--- src/rtl/mux_sel_arbiter_if.sv ---
// Request/grant bundle between the requesters and the mux select arbiter.
// The master side raises requests; the slave side (arbiter) returns the grant state.
interface mux_sel_arbiter_if #(
    parameter int unsigned CNT_W = 4
);
    logic             req0;
    logic             req1;
    logic             sel;
    logic             gnt0;
    logic             gnt1;
    logic             valid;
    logic [CNT_W-1:0] hold_cnt;

    modport master (
        output req0, req1,
        input  sel, gnt0, gnt1, valid, hold_cnt
    );

    modport slave (
        input  req0, req1,
        output sel, gnt0, gnt1, valid, hold_cnt
    );
endinterface

--- src/rtl/mux_sel_arbiter.sv ---
// Two-requester round-robin arbiter driving the 2:1 mux select (0 = in1, 1 = in2).
// A contested owner is forced off after MAX_HOLD cycles; an unopposed owner keeps the grant.
module mux_sel_arbiter #(
    parameter int unsigned MAX_HOLD = 8,
    parameter int unsigned CNT_W    = 4
) (
    input  logic                clk,
    input  logic                rst,
    mux_sel_arbiter_if.slave    bus
);
    localparam logic [CNT_W-1:0] HOLD_LAST = CNT_W'(MAX_HOLD - 1);

    typedef enum logic [1:0] {
        IDLE   = 2'd0,
        GRANT0 = 2'd1,
        GRANT1 = 2'd2
    } state_t;

    state_t           state_q, state_d;
    logic             last_q, last_d;
    logic [CNT_W-1:0] cnt_q, cnt_d;
    logic             sel_q, sel_d;
    logic             gnt0_q, gnt0_d;
    logic             gnt1_q, gnt1_d;
    logic             valid_q, valid_d;

    // State and registered outputs; reset wins over everything, including X requests.
    always_ff @(posedge clk) begin
        if (rst) begin
            state_q <= IDLE;
            last_q  <= 1'b1;
            cnt_q   <= '0;
            sel_q   <= 1'b0;
            gnt0_q  <= 1'b0;
            gnt1_q  <= 1'b0;
            valid_q <= 1'b0;
        end else begin
            state_q <= state_d;
            last_q  <= last_d;
            cnt_q   <= cnt_d;
            sel_q   <= sel_d;
            gnt0_q  <= gnt0_d;
            gnt1_q  <= gnt1_d;
            valid_q <= valid_d;
        end
    end

    // Next-state and next-output decode; hold count restarts on any owner change or idle.
    always_comb begin
        state_d = state_q;
        last_d  = last_q;
        cnt_d   = '0;
        sel_d   = sel_q;
        gnt0_d  = 1'b0;
        gnt1_d  = 1'b0;
        valid_d = 1'b0;

        unique case (state_q)
            IDLE: begin
                if (bus.req0 && !bus.req1) begin
                    state_d = GRANT0;
                end else if (!bus.req0 && bus.req1) begin
                    state_d = GRANT1;
                end else if (bus.req0 && bus.req1) begin
                    state_d = last_q ? GRANT0 : GRANT1;
                end
            end
            GRANT0: begin
                if (!bus.req0) begin
                    state_d = bus.req1 ? GRANT1 : IDLE;
                end else if (bus.req1 && (cnt_q == HOLD_LAST)) begin
                    state_d = GRANT1;
                end else begin
                    cnt_d = (cnt_q == HOLD_LAST) ? cnt_q : cnt_q + CNT_W'(1);
                end
            end
            GRANT1: begin
                if (!bus.req1) begin
                    state_d = bus.req0 ? GRANT0 : IDLE;
                end else if (bus.req0 && (cnt_q == HOLD_LAST)) begin
                    state_d = GRANT0;
                end else begin
                    cnt_d = (cnt_q == HOLD_LAST) ? cnt_q : cnt_q + CNT_W'(1);
                end
            end
            default: begin
                state_d = IDLE;
            end
        endcase

        gnt0_d  = (state_d == GRANT0);
        gnt1_d  = (state_d == GRANT1);
        valid_d = gnt0_d | gnt1_d;

        // sel only moves on a grant so the mux output stays put through idle gaps.
        if (gnt0_d) begin
            sel_d  = 1'b0;
            last_d = 1'b0;
        end else if (gnt1_d) begin
            sel_d  = 1'b1;
            last_d = 1'b1;
        end
    end

    assign bus.sel      = sel_q;
    assign bus.gnt0     = gnt0_q;
    assign bus.gnt1     = gnt1_q;
    assign bus.valid    = valid_q;
    assign bus.hold_cnt = cnt_q;
endmodule

--- src/flat_wrapper.sv ---
// flat-port wrapper written by rule: the top's interface ports become plain ports
module mux_sel_arbiter_flat 
#(
    parameter int unsigned MAX_HOLD = 8,
    parameter int unsigned CNT_W    = 4
)
  (clk, rst, bus_req0, bus_req1, bus_sel, bus_gnt0, bus_gnt1, bus_valid, bus_hold_cnt);
  mux_sel_arbiter_if #(.CNT_W(CNT_W)) bus_i ();
  input  logic clk;
  input  logic rst;
  input wire logic [$bits(bus_i.req0)-1:0] bus_req0;
  input wire logic [$bits(bus_i.req1)-1:0] bus_req1;
  output wire logic [$bits(bus_i.sel)-1:0] bus_sel;
  output wire logic [$bits(bus_i.gnt0)-1:0] bus_gnt0;
  output wire logic [$bits(bus_i.gnt1)-1:0] bus_gnt1;
  output wire logic [$bits(bus_i.valid)-1:0] bus_valid;
  output wire logic [$bits(bus_i.hold_cnt)-1:0] bus_hold_cnt;
  assign bus_i.req0 = bus_req0;
  assign bus_i.req1 = bus_req1;
  assign bus_sel = bus_i.sel;
  assign bus_gnt0 = bus_i.gnt0;
  assign bus_gnt1 = bus_i.gnt1;
  assign bus_valid = bus_i.valid;
  assign bus_hold_cnt = bus_i.hold_cnt;
  mux_sel_arbiter #(.MAX_HOLD(MAX_HOLD), .CNT_W(CNT_W)) u_core (.clk(clk), .rst(rst), .bus(bus_i));
endmodule
--- config.mk ---
export PLATFORM = sky130hd
export DESIGN_NAME = mux_sel_arbiter_flat
export DESIGN_NICKNAME = d
export VERILOG_FILES = /design/src/rtl/mux_sel_arbiter_if.sv /design/src/rtl/mux_sel_arbiter.sv /design/src/flat_wrapper.sv
export SDC_FILE = /design/constraint.sdc
export NUM_CORES = 1
export LEC_CHECK = 0
export BUFFER_PORTS_ARGS = -buffer_cell sky130_fd_sc_hd__buf_4
export CAP_MARGIN = 25
export CELL_PAD_IN_SITES_DETAIL_PLACEMENT = 1
export CELL_PAD_IN_SITES_GLOBAL_PLACEMENT = 1
export CORE_MARGIN = 3
export CORE_UTILIZATION = 43
export CTS_BUF_LIST = sky130_fd_sc_hd__clkbuf_16
export DETAILED_ROUTE_END_ITERATION = 6
export HOLD_SLACK_MARGIN = 0.1
export PLACE_DENSITY = 0.83
export SETUP_SLACK_MARGIN = 0.05
export SLEW_MARGIN = 15
export SYNTH_ARGS = -nofsm -noshare
export SYNTH_HDL_FRONTEND = slang
export SYNTH_SLANG_ARGS = --single-unit
--- constraint.sdc ---
create_clock -name clk -period 3.2 [get_ports clk]
set_input_delay 0.48 -clock clk [delete_from_list [all_inputs] [get_ports clk]]
set_output_delay 0.48 -clock clk [all_outputs]
set_load 0.05 [all_outputs]
==> results of run 1 <==
## metal layers
metal | up-vias | GRT usage | wire (um)
met5 | - | 0 | 0
met4 | 0 | 0.170 | 93
met3 | 11 | 0.0637 | 79
met2 | 14 | 0.364 | 933
met1 | 280 | 0.254 | 760
li1 | 272 | - | -
## path summary, 6_finish.rpt
kind	start	to	slack [ns]	cells past startpoint
max reg2reg	u_core.bus.hold_cnt[0]$_SDFF_PP0_	u_core.last_q$_SDFFE_PP1P_	1.07	7
min reg2reg	u_core.last_q$_SDFFE_PP1P_	u_core.last_q$_SDFFE_PP1P_	0.51	2
min	rst	u_core.bus.valid$_SDFF_PP0_	0.48	2
max	u_core.bus.hold_cnt[0]$_SDFF_PP0_	u_core.last_q$_SDFFE_PP1P_	1.07	7
## cell type report
cell class | count | area, sq um
tap | 15 | 18.8
sequential | 11 | 220
clock buffer | 3 | 75.1
multi-input combinational | 50 | 408
inverter | 4 | 15.0
fill | 159 | 543
timing repair buffer | 11 | 82.6
clock inverter | 1 | 3.75
## metrics by stage
stage	instance area, sq um	hold WS (ns)	std cells
2_1_floorplan	651	0.449	66
3_3_place_gp	744	0.490	91
3_5_place_dp	744	0.501	91
4_1_cts	823	0.479	95
5_1_grt	823	0.503	95
6_report	823	0.484	95
## kinds of logic (layout without fill, tap and decap cells)
| group | after synthesis | in the layout | synth area share |
|---|---|---|---|
| AOI/OAI and AO/OA | 15 | 15 | 0.194 |
| xor gates and xnor gates | 1 | 1 | 0.0135 |
| adders and majority gates | 9 | 9 | 0.173 |
| buffers and inverters | 5 | 19 | 0.0346 |
| DFF | 11 | 11 | 0.338 |
| muxes | 3 | 3 | 0.0462 |
| and+or+nand+nor | 22 | 22 | 0.200 |
## registers in the layout, summed over array words and instances, names as in the netlist
register / count
u_core.bus.gnt0: 1
u_core.last_q: 1
u_core.state_q: 2
u_core.bus.gnt1: 1
u_core.bus.valid: 1
u_core.bus.sel: 1
u_core.bus.hold_cnt: 4
## layout by cell type (no fill, tap or decap)
cell type,instances
a31oi_1,2
a31o_1,3
buf_4,11
nand4b_1,1
a32oi_1,1
nand3b_1,1
o21ba_2,1
o21ai_0,3
inv_1,5
dfxtp_1,11
o32a_1,1
xnor2_1,1
ha_1,9
nor2b_1,3
nor2_1,3
and2_1,1
nand4_1,1
clkbuf_16,3
nand2b_1,2
a31o_2,1
a311oi_2,2
nand2_1,1
o21ai_1,1
mux2i_1,3
nand3_1,3
nor3_1,5
nand4b_2,1
## where the power goes
part / switching [uW] / internal (uW) / leakage, uW
sequential: 15.7 / 160 / 0.0000898
combinational: 135 / 80.6 / 0.000233
clock: 64.2 / 164 / 0.0000423
==> results by group, run 1 <==
GRT
  – Total GRT Usage: 0.227
  – Vias in the first global route: 609
  – Total global routing overflow: 0
  – First-pass GRT wire length: 3060 um
  – Initial antenna violation count: 0
  – Largest net degree at the start of global routing: 10

STA
  – Hold Vio Cnt, Final: 0
  – Crit share post-route: 0.666
  – Tmin final: 2.13 ns
  – Final setup fails: 0
  – Worst Tran Pin Value: 0.400 ns
  – Unrepaired setup endpoints after global routing: false
  – Fmax: 469 MHz
  – Worst setup margin: 1.07 ns
  – Clk_skew: 0.00113 ns
  – TNS Setup: 0 ns
  – Max-slew violation total from the final report: 0
  – Slew headroom: 0.733

Power and ir drop
  – Pleak: 0.000365 uW
  – Power per cell area: 753 nW/um^2
  – Final Power: 620 uW
  – Worst VDD drop: 0.462 mV

Logic synthesis
  – Synth Register Bits: 11
  – Mapped Area: 651 sq um
  – Cell taking the most area after synthesis: dfxtp_1
  – Syn Area/Cell: 9.86 sq um
  – EDFF count, synth: 0
  – Top-area cell type share of the netlist area: 0.338
  – Post-synth ARST share: 0
  – Yosys warning count: 0
  – Commonest cells in the netlist: 11 x dfxtp_1, 9 x ha_1, 5 x nor3_1
  – Post-Syn Nets: 79
  – Mapped Cells: 66
  – Top-count cell post-synth: dfxtp_1
  – Synth Flop Type: dfxtp_1
  – Synth cell types: 26
  – Post-synthesis sequential area ratio: 0.338
  – Largest cells by area after synthesis: dfxtp_1 34%, ha_1 17%, mux2i_1 4.6%

Cells and area
  – Layout cells sized above 1: 0.238
  – Nets: 94
  – Antenna cells: 0
  – Core Util, Final: 0.603
  – Area grow syn2layout: 26.5%

Die
  – Chip height: 44.9 um
  – Die width: 44.9 um
  – # rows: 13
  – Core Area: 1370 sq um
  – Initial Util: 0.476
  – I/O pin count: 12
  – Die area: 2020 sq um

Place
  – Placement Setup Slack: 1.17 ns
  – GP Congestion: 0.796
  – # port buffers: 11
  – Post-detail-place hpwl: 1110 um

Critical path
  – WS Path Type: register to register
  – Worst setup SP type: register
  – CP max stage delay: 0.40 ns
  – Worst setup EP type: register
  – Worst path top cell family by delay: adder cells
  – CP most frequent cell: ha_1
  – Crit-path cells: ha_1, nand4b_1, a31o_1, a31oi_1, ha_1, mux2i_1, nand2b_1
  – Critical Path Slowest Stage Cell: dfxtp_1
  – CP Max Fanout: 6
  – Buffers and inverters on the worst path: 0
  – Arr. time, crit path: 2.26 ns
  – CP Data Required Time: 3.33 ns

Clocking
  – Worst-path clk slew: 0.04 ns
  – Clock Latency Late Sink: 0.24 ns
  – Setup Buffers After CTS: 0
  – H-tree depth: 1
  – CTS tree: built
  – Clock sink count: 11
  – CTS root buf: clkbuf_16
  – CTS Buf Count: 3
  – Hold_buf cts: 0
  – Max Buffers Root-to-Sink: 2
  – Post-CTS Resized: 0

Detailed routing
  – Drc violations: 0
  – Drt wl/cell: 19.6 um
  – Via density: 6.07
  – Vias: 577
  – First-pass DRT Iterations: 3
  – Final wirelength: 1870 um
  – DR iter-0 viols: 4
  – Antenna Nets Post-Route: 0

Worst hold path
  – Worst Hold Class: input port to register

Outcome
  – Status: completed

Job
  – Max-Cap Viols: 0
Power figures use the tool's default switching activity.
==> inputs of run 2 (changes only) <==
--- a/config.mk
+++ b/config.mk
@@ -9,12 +9,13 @@
 export CAP_MARGIN = 25
 export CELL_PAD_IN_SITES_DETAIL_PLACEMENT = 1
 export CELL_PAD_IN_SITES_GLOBAL_PLACEMENT = 1
+export CORE_ASPECT_RATIO = 1.2
 export CORE_MARGIN = 3
-export CORE_UTILIZATION = 43
+export CORE_UTILIZATION = 40
 export CTS_BUF_LIST = sky130_fd_sc_hd__clkbuf_16
 export DETAILED_ROUTE_END_ITERATION = 6
 export HOLD_SLACK_MARGIN = 0.1
-export PLACE_DENSITY = 0.83
+export PLACE_DENSITY = 0.78
 export SETUP_SLACK_MARGIN = 0.05
 export SLEW_MARGIN = 15
 export SYNTH_ARGS = -nofsm -noshare
==> constraint.sdc (replaced) <==
create_clock -name clk -period 2.11 [get_ports clk]
set_input_delay 0.3165 -clock clk [delete_from_list [all_inputs] [get_ports clk]]
set_output_delay 0.3165 -clock clk [all_outputs]
set_load 0.05 [all_outputs]
==> run 2 against run 1 <==
  * Final area grew 5.3%
  * Via count decreased by 7.1%
  * Worst setup slack got worse by 0.92 ns
  * Sequential cell count is the same
  * Highest routed layer is now met3
  * First-iteration DRC count is 25% higher
  * Total power rose by 52%
  * Clock power up 49%
  * Hold slack worse by 0.17 ns
  * Wire length fell by 22%
  * Critical endpoint unchanged
  * Critical path depth increased by 1
  * Non-clock buffer count unchanged
==> results by group, run 2 (synthesized netlist as in run 1, its figures left out) <==
Cells and area
  – Fillers: 156
  – Register area: 228 sq um
  – Largest register FFs: 4
  – Layout cells sized above 1: 0.338
  – Nets: 94
  – Commonest non-fill, non-tap cell in the layout: buf_4
  – Core Util, Final: 0.585
  – Area grow syn2layout: 33.3%
  – Commonest non-fill, non-tap cells in the layout: 11 x buf_4, 9 x dfxtp_1, 6 x ha_1
  – Multi-input logic area: 442 sq um
  – Antenna cells: 0

STA
  – Hold Vio Cnt, Final: 0
  – Clk_skew: 0.00491 ns
  – Crit share post-route: 0.931
  – Unrepaired setup endpoints after global routing: false
  – Slew headroom: 0.726
  – Final setup fails: 0
  – Worst Tran Pin Value: 0.410 ns
  – Tmin final: 1.96 ns
  – Worst setup margin: 0.146 ns
  – TNS Setup: 0 ns
  – Fmax: 509 MHz
  – Max-slew violation total from the final report: 0

Power and ir drop
  – Pint: 628 uW
  – Pleak: 0.000363 uW
  – Power per cell area: 1090 nW/um^2
  – Share of power burned in registers: 0.278
  – Clock Power Share: 0.361
  – Combinational Power Share: 0.361
  – Net Switching: 314 uW
  – Switching Share: 0.334
  – Worst VDD drop: 0.724 mV
  – Final Power: 943 uW

Die
  – # rows: 15
  – Core Area: 1480 sq um
  – Initial Util: 0.439
  – I/O pin count: 12
  – Die area: 2150 sq um
  – Chip height: 50.2 um
  – Die width: 42.8 um

GRT
  – First-pass GRT wire length: 2360 um
  – Largest net degree at the start of global routing: 10
  – Total global routing overflow: 0
  – Vias in the first global route: 502
  – Initial antenna violation count: 0
  – Total GRT Usage: 0.151

Detailed routing
  – Vias: 536
  – DR iter-0 viols: 5
  – First-pass DRT Iterations: 4
  – Via density: 5.53
  – Final wirelength: 1450 um
  – Drc violations: 0
  – Antenna Nets Post-Route: 0
  – Drt wl/cell: 15.0 um

Critical path
  – Worst setup EP type: register
  – Flop2flop setup slack: 0.15 ns
  – CP Data Required Time: 2.24 ns
  – R2R Path Start: u_core.state_q[1]$_SDFF_PP0_
  – FF-to-FF End: u_core.last_q$_SDFFE_PP1P_
  – Worst setup SP type: register
  – WS Path Type: register to register
  – Cells on worst reg2reg path: 8
  – CP Max Fanout: 5
  – Arr. time, crit path: 2.09 ns

Worst hold path
  – Worst Hold Class: input port to register
  – Worst Hold Path Cells: 2
  – Hold endpoint: u_core.bus.valid$_SDFF_PP0_
  – Hold_sp: rst

Outcome
  – Status: completed

Clocking
  – Post-CTS Resized: 1
  – Setup Buffers After CTS: 0
  – CTS tree: built
  – Clock Latency Late Sink: 0.24 ns
  – Max Buffers Root-to-Sink: 2
  – Worst-path clk slew: 0.04 ns
  – CTS root buf: clkbuf_16
  – Clock sink count: 11
  – CTS Buf Count: 3
  – Hold_buf cts: 0
  – H-tree depth: 1

Place
  – Placement Setup Slack: 0.0621 ns
  – # port buffers: 11
  – Post-detail-place hpwl: 1100 um
  – GP Congestion: 0.799

Job
  – Max-Cap Viols: 0
==> run 2: worst max-delay path by stage <==
| stage | startpoint | end | slack (ns) |
|---|---|---|---|
| 6_report | u_core.state_q[1]$_SDFF_PP0_ | u_core.last_q$_SDFFE_PP1P_ | 0.15 |
| 5_1_grt | u_core.state_q[1]$_SDFF_PP0_ | u_core.last_q$_SDFFE_PP1P_ | 0.05 |
| 4_1_cts | u_core.state_q[1]$_SDFF_PP0_ | u_core.last_q$_SDFFE_PP1P_ | 0.06 |
| 3_5_place_dp | u_core.state_q[1]$_SDFF_PP0_ | u_core.last_q$_SDFFE_PP1P_ | 0.06 |
| 3_3_place_gp | u_core.state_q[1]$_SDFF_PP0_ | u_core.last_q$_SDFFE_PP1P_ | 0.16 |
| 2_1_floorplan | u_core.bus.hold_cnt[2]$_SDFF_PP0_ | u_core.last_q$_SDFFE_PP1P_ | 0.05 |
==> run 2: cell type report <==
cell class                 instances  area share
clock buffer                       3      0.0866
inverter                           4      0.0173
sequential                        11       0.263
clock inverter                     1     0.00433
multi-input combinational         50       0.509
tap                               17      0.0245
timing repair buffer              11      0.0952
==> run 2: through the flow <==
stage	cell area [sq um]	std cells	hold WS, ns
after floorplan	661	66	0.383
after global placement	757	93	0.475
after detailed placement	757	93	0.495
after CTS	838	97	0.315
after global routing	867	97	0.329
final	867	97	0.313
==> run 2: layer usage <==
layer | global-route usage | part of all wire
met1 | 0.174 | 0.44
met4 | 0.0777 | 0
met3 | 0.0323 | 0.032
met2 | 0.255 | 0.53
met5 | 0 | 0
==> run 2: critical path, stage by stage (launching register included) <==
cell	delay, ns
dfxtp_1	0.36
inv_2	0.10
ha_2	0.19
inv_1	0.05
o32a_1	0.36
a31o_1	0.24
ha_4	0.29
mux2i_1	0.19
nand2b_1	0.07
==> run 2: power groups by stage <==
| stage | Sequential, uW | Combinational, uW | Clock [uW] |
|---|---|---|---|
| after global routing | 268 | 376 | 360 |
| after CTS | 261 | 320 | 346 |
| after detailed placement | 264 | 312 | 0 |
| after global placement | 264 | 303 | 0 |
| after floorplan | 333 | 163 | 0 |
| final | 262 | 340 | 340 |
